$ cat config.mk
export PLATFORM = sky130hd
export DESIGN_NAME = hazard_scheduler
export DESIGN_NICKNAME = d
export VERILOG_FILES = /design/src/rtl/hazard_scheduler.sv
export SDC_FILE = /design/constraint.sdc
export NUM_CORES = 1
export LEC_CHECK = 0
export ABC_AREA = 0
export CORE_ASPECT_RATIO = 0.9
export CORE_UTILIZATION = 46
export DETAILED_ROUTE_END_ITERATION = 8
export PLACE_DENSITY = 0.85
export REMOVE_ABC_BUFFERS = 1
export SYNTH_ARGS = -nofsm -noshare
export SYNTH_HDL_FRONTEND = slang
export SYNTH_SLANG_ARGS = --single-unit
$ cat constraint.sdc
create_clock -name clk -period 2.13 [get_ports clk]
set_input_delay 0.426 -clock clk [delete_from_list [all_inputs] [get_ports clk]]
set_output_delay 0.426 -clock clk [all_outputs]
set_load 0.03 [all_outputs]
$ cat src/rtl/hazard_scheduler.sv
// hazard_scheduler: pipeline sequencing controller for the 24-bit five-stage core.
// It tracks in-flight destinations in EX/MEM/WB and produces the hazard control,
// the PC source, the EX forwarding selects and saturating stall/flush statistics.
//
// Ports:
//   clk, rst      rising-edge clock, asynchronous active-high reset
//   id_valid      IF/ID holds a live instruction
//   id_instr      instruction in ID (opcode[23:20] rs[19:16] rt[15:12] rd[11:8])
//   branch_taken  EX-stage branch resolved taken
//   freeze        external hold of the whole pipeline
//   pc_we, ifid_we, flush_ifid, bubble_idex, pc_sel   fetch/decode control (combinational)
//   fwd_a, fwd_b  EX operand source: 00 regfile, 01 EX/MEM, 10 MEM/WB (combinational)
//   stall_cnt, flush_cnt   saturating statistics counters (registered)
module hazard_scheduler #(
  parameter int unsigned CNT_W = 16
) (
  input  logic             clk,
  input  logic             rst,
  input  logic             id_valid,
  input  logic [23:0]      id_instr,
  input  logic             branch_taken,
  input  logic             freeze,
  output logic             pc_we,
  output logic             ifid_we,
  output logic             flush_ifid,
  output logic             bubble_idex,
  output logic [1:0]       pc_sel,
  output logic [1:0]       fwd_a,
  output logic [1:0]       fwd_b,
  output logic [CNT_W-1:0] stall_cnt,
  output logic [CNT_W-1:0] flush_cnt
);

  localparam int unsigned REG_W = 4;

  localparam logic [3:0] OP_RTYPE  = 4'b0001;
  localparam logic [3:0] OP_ITYPE  = 4'b0010;
  localparam logic [3:0] OP_STORE  = 4'b0011;
  localparam logic [3:0] OP_JUMP   = 4'b0100;
  localparam logic [3:0] OP_BRANCH = 4'b1000;
  localparam logic [3:0] OP_LOAD   = 4'b1100;

  localparam logic [1:0] PC_SEQ    = 2'b00;
  localparam logic [1:0] PC_BRANCH = 2'b01;
  localparam logic [1:0] PC_JUMP   = 2'b10;

  localparam logic [1:0] FWD_RF  = 2'b00;
  localparam logic [1:0] FWD_MEM = 2'b01;
  localparam logic [1:0] FWD_WB  = 2'b10;

  localparam logic [CNT_W-1:0] CNT_MAX = '1;
  localparam logic [CNT_W-1:0] CNT_ONE = CNT_W'(1);

  typedef struct packed {
    logic             valid;
    logic             regwrite;
    logic             memread;
    logic [REG_W-1:0] dest;
    logic [REG_W-1:0] rs;
    logic [REG_W-1:0] rt;
    logic             use_rs;
    logic             use_rt;
    logic             is_branch;
  } ex_entry_t;

  typedef struct packed {
    logic             valid;
    logic             regwrite;
    logic [REG_W-1:0] dest;
  } wb_entry_t;

  ex_entry_t id_dec;
  ex_entry_t ex_q;
  wb_entry_t mem_q;
  wb_entry_t wb_q;
  logic      id_is_jump;
  logic      load_use;
  logic      take_branch;
  logic      stall_evt;
  logic      flush_evt;

  // Decode the ID instruction into the shape of an EX tracking entry.
  always_comb begin
    id_dec     = '0;
    id_is_jump = 1'b0;
    id_dec.rs  = id_instr[19:16];
    id_dec.rt  = id_instr[15:12];
    if (id_valid) begin
      id_dec.valid = 1'b1;
      case (id_instr[23:20])
        OP_RTYPE: begin
          id_dec.use_rs   = 1'b1;
          id_dec.use_rt   = 1'b1;
          id_dec.regwrite = 1'b1;
          id_dec.dest     = id_instr[11:8];
        end
        OP_ITYPE: begin
          id_dec.use_rs   = 1'b1;
          id_dec.regwrite = 1'b1;
          id_dec.dest     = id_instr[15:12];
        end
        OP_BRANCH: begin
          id_dec.use_rs    = 1'b1;
          id_dec.use_rt    = 1'b1;
          id_dec.is_branch = 1'b1;
        end
        OP_LOAD: begin
          id_dec.use_rs   = 1'b1;
          id_dec.regwrite = 1'b1;
          id_dec.memread  = 1'b1;
          id_dec.dest     = id_instr[15:12];
        end
        OP_STORE: begin
          id_dec.use_rs = 1'b1;
          id_dec.use_rt = 1'b1;
        end
        OP_JUMP: begin
          id_dec.regwrite = 1'b1;
          id_dec.dest     = id_instr[15:12];
          id_is_jump      = 1'b1;
        end
        default: ;
      endcase
    end
  end

  // Hazard detection against the EX entry.
  always_comb begin
    load_use = ex_q.valid && ex_q.memread &&
               ((id_dec.use_rs && (id_dec.rs == ex_q.dest)) ||
                (id_dec.use_rt && (id_dec.rt == ex_q.dest)));
    take_branch = ex_q.valid && ex_q.is_branch && branch_taken;
  end

  // Control outputs in priority order: freeze, taken branch, load-use, jump.
  always_comb begin
    pc_we       = 1'b1;
    ifid_we     = 1'b1;
    flush_ifid  = 1'b0;
    bubble_idex = 1'b0;
    pc_sel      = PC_SEQ;
    stall_evt   = 1'b0;
    flush_evt   = 1'b0;
    if (freeze) begin
      pc_we   = 1'b0;
      ifid_we = 1'b0;
    end else if (take_branch) begin
      pc_sel      = PC_BRANCH;
      flush_ifid  = 1'b1;
      bubble_idex = 1'b1;
      flush_evt   = 1'b1;
    end else if (load_use) begin
      pc_we       = 1'b0;
      ifid_we     = 1'b0;
      bubble_idex = 1'b1;
      stall_evt   = 1'b1;
    end else if (id_is_jump) begin
      pc_sel     = PC_JUMP;
      flush_ifid = 1'b1;
      flush_evt  = 1'b1;
    end
  end

  function automatic logic [1:0] fwd_pick(input logic used, input logic [REG_W-1:0] src,
                                          input wb_entry_t mem_e, input wb_entry_t wb_e);
    logic [1:0] sel;
    sel = FWD_RF;
    if (used) begin
      if (mem_e.valid && mem_e.regwrite && (mem_e.dest == src)) sel = FWD_MEM;
      else if (wb_e.valid && wb_e.regwrite && (wb_e.dest == src)) sel = FWD_WB;
    end
    return sel;
  endfunction

  // EX operand forwarding; the nearer MEM result wins over WB.
  always_comb begin
    fwd_a = fwd_pick(ex_q.valid && ex_q.use_rs, ex_q.rs, mem_q, wb_q);
    fwd_b = fwd_pick(ex_q.valid && ex_q.use_rt, ex_q.rt, mem_q, wb_q);
  end

  // Tracking pipeline and statistics; everything holds while frozen.
  always_ff @(posedge clk or posedge rst) begin
    if (rst) begin
      ex_q      <= '0;
      mem_q     <= '0;
      wb_q      <= '0;
      stall_cnt <= '0;
      flush_cnt <= '0;
    end else if (!freeze) begin
      ex_q  <= bubble_idex ? '0 : id_dec;
      mem_q <= {ex_q.valid, ex_q.regwrite, ex_q.dest};
      wb_q  <= mem_q;
      if (stall_evt && (stall_cnt != CNT_MAX)) stall_cnt <= stall_cnt + CNT_ONE;
      if (flush_evt && (flush_cnt != CNT_MAX)) flush_cnt <= flush_cnt + CNT_ONE;
    end
  end

endmodule

# [Word-level counts from Yosys, hierarchy flattened]
# Cells that the tools add are included.
[word_totals] register_bits=62 input_bits=29 output_inout_bits=42 word_cells=90
[classes] reduce_logical=23 bitwise_logic=1 mux=33 n_addsub=2 n_eq_ne=14
[ops] op="adder 16 x 1 -> 16 bit, second input constant" n=2
[ops] op="!= test 16 bit, second input constant" n=2
[ops] op="== test 4 bit" n=6
[ops] op="2-to-1 mux 2 bit" n=10
[ops] op="2-to-1 mux 1 bit" n=19
[ops] op="2-to-1 mux 18 bit" n=1
[ops] op="logical AND 1 bit" n=16
[ops] op="== test 4 x 2 -> 1 bit, second input constant" n=2
[ops] op="== test 4 bit, second input constant" n=2
[ops] op="one-hot mux 4 bit (2 select lines)" n=1
[ops] op="2-to-1 mux 7 bit" n=1
[ops] op="OR reduction 3 bit" n=2
[ops] op="OR reduction 5 bit" n=1
[ops] op="== test 4 x 1 -> 1 bit, second input constant" n=1
[ops] op="== test 4 x 3 -> 1 bit, second input constant" n=1
[ops] op="AND reduction 2 bit" n=2
[ops] op="OR reduction 4 bit" n=1
[ops] op="2-to-1 mux 3 bit" n=1
[ops] op="logical OR 1 bit" n=1
[ops] op="inverter 1 bit" n=1

# [Depth between registers and ports, before layout]
# Gate-level depths: netlist of run 1.
[depth] depth_word=12 ltp_mapped=8 mapped_depth_nobuf=7

# [Worst setup path after synthesis of run 1]
# No wires, ideal clock.
[synth_path] path_type="input port to output port" from="input id_instr[21]" to="output pc_we" arrival_time_ns=2.001 slack_ns=-0.297 cell_stages=8 path_cell_list="buf_6 nor2_1 mux2i_1 nor3_1 o211ai_2 nor2_1 nor2_1 buf_4"
[synth_between] elab_chain_cells=10
[synth_rtl] element="start: declaration" line_no="20" text="input logic [23:0] id_instr,"
[synth_rtl] element="== test 4 x 2 -> 1 bit, or another cell as far along" line_no="90" text="case (id_instr[23:20])"
[synth_rtl] element="OR reduction 5 bit (no source line) or OR reduction 3 bit (tied branches)"
[synth_rtl] element="2-to-1 mux 1 bit" line_no="90"
[synth_rtl] element="2-to-1 mux 3 bit (*)" line_no="88" text="if (id_valid) begin"
[synth_rtl] element="logical AND 1 bit, on equally long branches" line_no="130, 131"
[synth_rtl] element="logical OR 1 bit (*)" line_no="130" text="((id_dec.use_rs && (id_dec.rs == ex_q.dest)) ||"
[synth_rtl] element="logical AND 1 bit (*)" line_no="129" text="load_use = ex_q.valid && ex_q.memread &&"
[synth_rtl] element="2-to-1 mux 1 bit (*) (3 in series)"
[synth_rtl] element="end: declaration" line_no="23" text="output logic pc_we,"
# Every way passes the cells marked *; elsewhere a longest branch is shown, timed or not.

# [Worst setup path after layout of run 1]
[layout_path] from="register ex_q[11] (netlist name)" to="output bubble_idex"
[layout_between] elab_chain_cells=7
[layout_rtl] element="start: declaration" line_no="73" text="ex_entry_t ex_q;"
[layout_rtl] element="start signal: assignment" line_no="190" text="ex_q <= bubble_idex ? '0 : id_dec;"
[layout_rtl] element="== test 4 bit, on equally long branches" line_no="130, 131"
[layout_rtl] element="logical AND 1 bit, on equally long branches" line_no="130, 131"
[layout_rtl] element="logical OR 1 bit (*)" line_no="130"
[layout_rtl] element="logical AND 1 bit (*)" line_no="129"
[layout_rtl] element="2-to-1 mux 1 bit (*)" line_no="152" text="end else if (load_use) begin"
[layout_rtl] element="2-to-1 mux 1 bit (*)" line_no="147" text="end else if (take_branch) begin"
[layout_rtl] element="2-to-1 mux 1 bit (*)" line_no="144" text="if (freeze) begin"
[layout_rtl] element="end: declaration" line_no="26" text="output logic bubble_idex,"
# Marks and branches as above.

==> results of run 1 <==
## flip-flops by register name, summed over array words and instances, names as in the netlist
register   count
ex_q          18
flush_cnt     16
mem_q          6
stall_cnt     16
wb_q           6
## path summary, 6_finish.rpt
| path | to | depth (start not counted) |
|---|---|---|
| worst max-delay path | bubble_idex | 7 |
| worst min-delay path | flush_cnt[0] | 3 |
| worst max register to register | ex_q[4] | 8 |
| worst min register to register | ex_q[16] | 1 |
| max in group asynchronous | ex_q[13] | 3 |
| min in group clk | ex_q[16] | 1 |
## per-stage QoR
step	worst slack (ns)	std cells
after floorplan	-0.363	281
after global placement	-0.910	473
after detailed placement	-1.00	473
after CTS	-0.219	493
after global routing	-0.288	497
final	-0.221	497
## per-layer routing
| layer | wire length [um] | GRT usage, % | up-vias |
|---|---|---|---|
| li1 | - | - | 1265 |
| met1 | 3500 | 27.5 | 1310 |
| met2 | 4060 | 38.9 | 78 |
| met3 | 347 | 4.12 | 21 |
| met4 | 243 | 12.5 | 0 |
| met5 | 0 | 0 | - |
## timing repair
item	4_1_cts	5_1_grt
buffers inserted	4	5
cloned	0	1
endpoints found under the setup margin	39	31
gates resized for setup	45	24
pin swaps	11	14
## cells in the final DEF, fill, tap and decap left out, types with 3 or more instances in the layout
cell / instances
a22oi_1: 4
clkdlybuf4s50_1: 41
nor4_4: 3
o21ai_0: 7
buf_6: 6
xor2_1: 32
dlygate4sd2_1: 6
inv_1: 3
dfrtp_1: 59
clkinv_2: 3
nor4_2: 3
buf_4: 49
dfrtp_2: 3
nand2_1: 17
nor3_2: 4
xnor2_1: 19
and3_1: 11
a22o_1: 12
mux2_2: 14
and4_1: 5
nand4_1: 7
buf_2: 3
nor2_1: 21
nand3_1: 23
clkbuf_8: 11
## report_power, final
group          switching, mW  internal, mW  leakage [nW]  total, mW
logic                  0.211         0.197          1.26      0.408
registers             0.0643          1.23         0.836       1.30
clock network          0.434         0.598         0.106       1.03
## logic make-up after synthesis
group,after synthesis,share of synthesized area (%)
AO/OA/AOI/OAI,33,8.38
XOR/XNOR,53,14.5
adder cells (fa/ha/maj),2,0.783
buffers and inverters,14,2.31
flip-flops,62,48.6
multiplexers,16,5.72
AND/OR/NAND/NOR,111,19.7
## area by class of cell
type | count | area (um^2) | share of cell area (%)
Clock inverter | 4 | 45.0 | 0.975
Timing Repair Buffer | 110 | 1000 | 21.7
Tap cell | 90 | 113 | 2.44
Multi-Input combinational cell | 215 | 1740 | 37.6
Sequential cell | 62 | 1560 | 33.6
Inverter | 4 | 15.0 | 0.325
Clock buffer | 12 | 155 | 3.36
## worst min-delay path, delay by kind of cell
| family | cells | cell delay, ns |
|---|---|---|
| buf+inv | 3 | 0.78 |
==> flow_summary_export.csv, run 1 <==
group,metric,value,unit
detailed_routing,ant_nets,0,
detailed_routing,drt-vias-per-instance,5.38,
logic_synthesis,post-synth-top-count-cell,"dfrtp_1",
setup_path,timing.setup.critical_path_class,"reg -> out",
global_route,grt-ovfl-total,0,
placed_design,dp_hpwl,5.54,mm
setup_path,cp_data_arrival_time,1.93,ns
clock_network,ctsLongestPathBuffers,2,
global_route,grt_usage,22.7,%
global_route,grt_max_degree,63,
power,peakVddDrop,0.000471,V
sta,worst_hold_slack,0.471,ns
logic_synthesis,ys_top_cells_by_count,"62 x dfrtp_1, 32 x xor2_1, 23 x nand3_1",
sta,tightestPinTransition,0.426,ns
setup_path,start_kind,"flop",
setup_path,max_stage_delay,0.41,ns
setup_path,critPathRequiredTime,1.70,ns
setup_path,path_max_fanout,3,
setup_path,r2r_setup_slack,0.09,ns
logic_synthesis,netlist_area,0.00319,mm^2
placed_design,placed_area,0.00416,mm^2
clock_network,numClockSinks,62,
logic_synthesis,synth_cells,291,
detailed_routing,drt_iter0_markers,84,
logic_synthesis,ys_seq_area_share,48.6,%
logic_synthesis,synth-seq-cells,62,
clock_network,clkSlewWorstSetupHoldPaths,0.07,ns
clock_network,holdBufCountCts,0,
layout,drive_above_1_share,30.5,%
sta,fmax,425,MHz
outcome,outcome,"complete, but fails checks",
layout,postLayoutCoreUtil,69.4,%
outcome,violations,"setup timing",
setup_path,r2r-start,"ex_q[11]",
clock_network,cts-root-buf,"clkbuf_8",
clock_network,ctsHtreeMaxLevel,3,
power,p_per_area,592,mW/mm^2
die,row_count,28,
setup_path,cp_slowest_cell,"dfrtp_1",
detailed_routing,vias,2674,
logic_synthesis,synth.area.top_cells,"dfrtp_1 49%, xor2_1 8.8%, xnor2_1 5.8%, mux2_2 4.9%, nand3_1 3.6%",
setup_path,worstSetupEndpointType,"primary output",
logic_synthesis,synth_flop_cell,"dfrtp_1",
logic_synthesis,postSynthAreaPerCell,11.0,um^2
sta,timing.final.crit_share,110,%
detailed_routing,drc,0,
layout,syn2layout_area_growth,44.7,%
die,io_pins,71,
placed_design,place_congestion,0.900,
logic_synthesis,synth_top_area_share,48.6,%
sta,slew_headroom,71.2,%
global_route,grt_pass1_wl,12.7,mm
layout,finalNetCount,433,
detailed_routing,wirelength,8.15,mm
power,total_power,2.74,mW
layout,antennaDiodeCount,0,
sta,finalSetupViolCount,4,
logic_synthesis,async_flop_share,100,%
sta,rsz0062_at_grt,"true",
layout,fillCellCount,488,
logic_synthesis,synth.yosys.warnings,0,
sta,fin_setup_tns,-0.553,ns
power,power.leakage,2.21,nW
job,drv_cap,0,
setup_path,cp_common_cell,"buf_6",
hold_path,hold_class,"in -> async",
logic_synthesis,synth_top_area_cell,"dfrtp_1",
sta,finalClockSkew,0.00545,ns
clock_network,clock_latency,0.33,ns
setup_path,path_cells,"xor2_1, nor3_2, and4_4, o211ai_4, buf_6, a21oi_4, buf_6",
placed_design,portBuffers,62,
clock_network,numCtsBuffers,9,
die,die_w,89.8,um
logic_synthesis,synth_cell_type_count,44,
logic_synthesis,synth_enable_flop_cells,0,
setup_path,path_delay_family,"simple AND/OR/NAND/NOR gates",
detailed_routing,wire_per_inst,16.4,um
sta,slew_violations,0,
sta,finalWorstSetupSlack,-0.221,ns
die,dieArea,0.00728,mm^2
setup_path,crit_buf_inv,2,
detailed_routing,dr.pass1.iters,4,
die,core,0.00666,mm^2
die,initial_core_util,48.0,%
global_route,grt_antenna_before_repair,0,
sta,layout_min_cycle_time,2.35,ns
setup_path,crit_start,"ex_q[11]",
global_route,grt_pass1_vias,2641,
layout,stdcell_area,0.00462,mm^2
clock_network,cts_tree,"done",
sta,finalHoldViolCount,0,
die,die_h,81.1,um
(Power assumes the default switching activity.)
==> run 2, diff against run 1 <==
- ABC_CLOCK_PERIOD_IN_PS: default -> 2130
- CAP_MARGIN: default -> 20
==> results of run 2 <==
Final layout, timing and power as in run 1 (identical DEF).
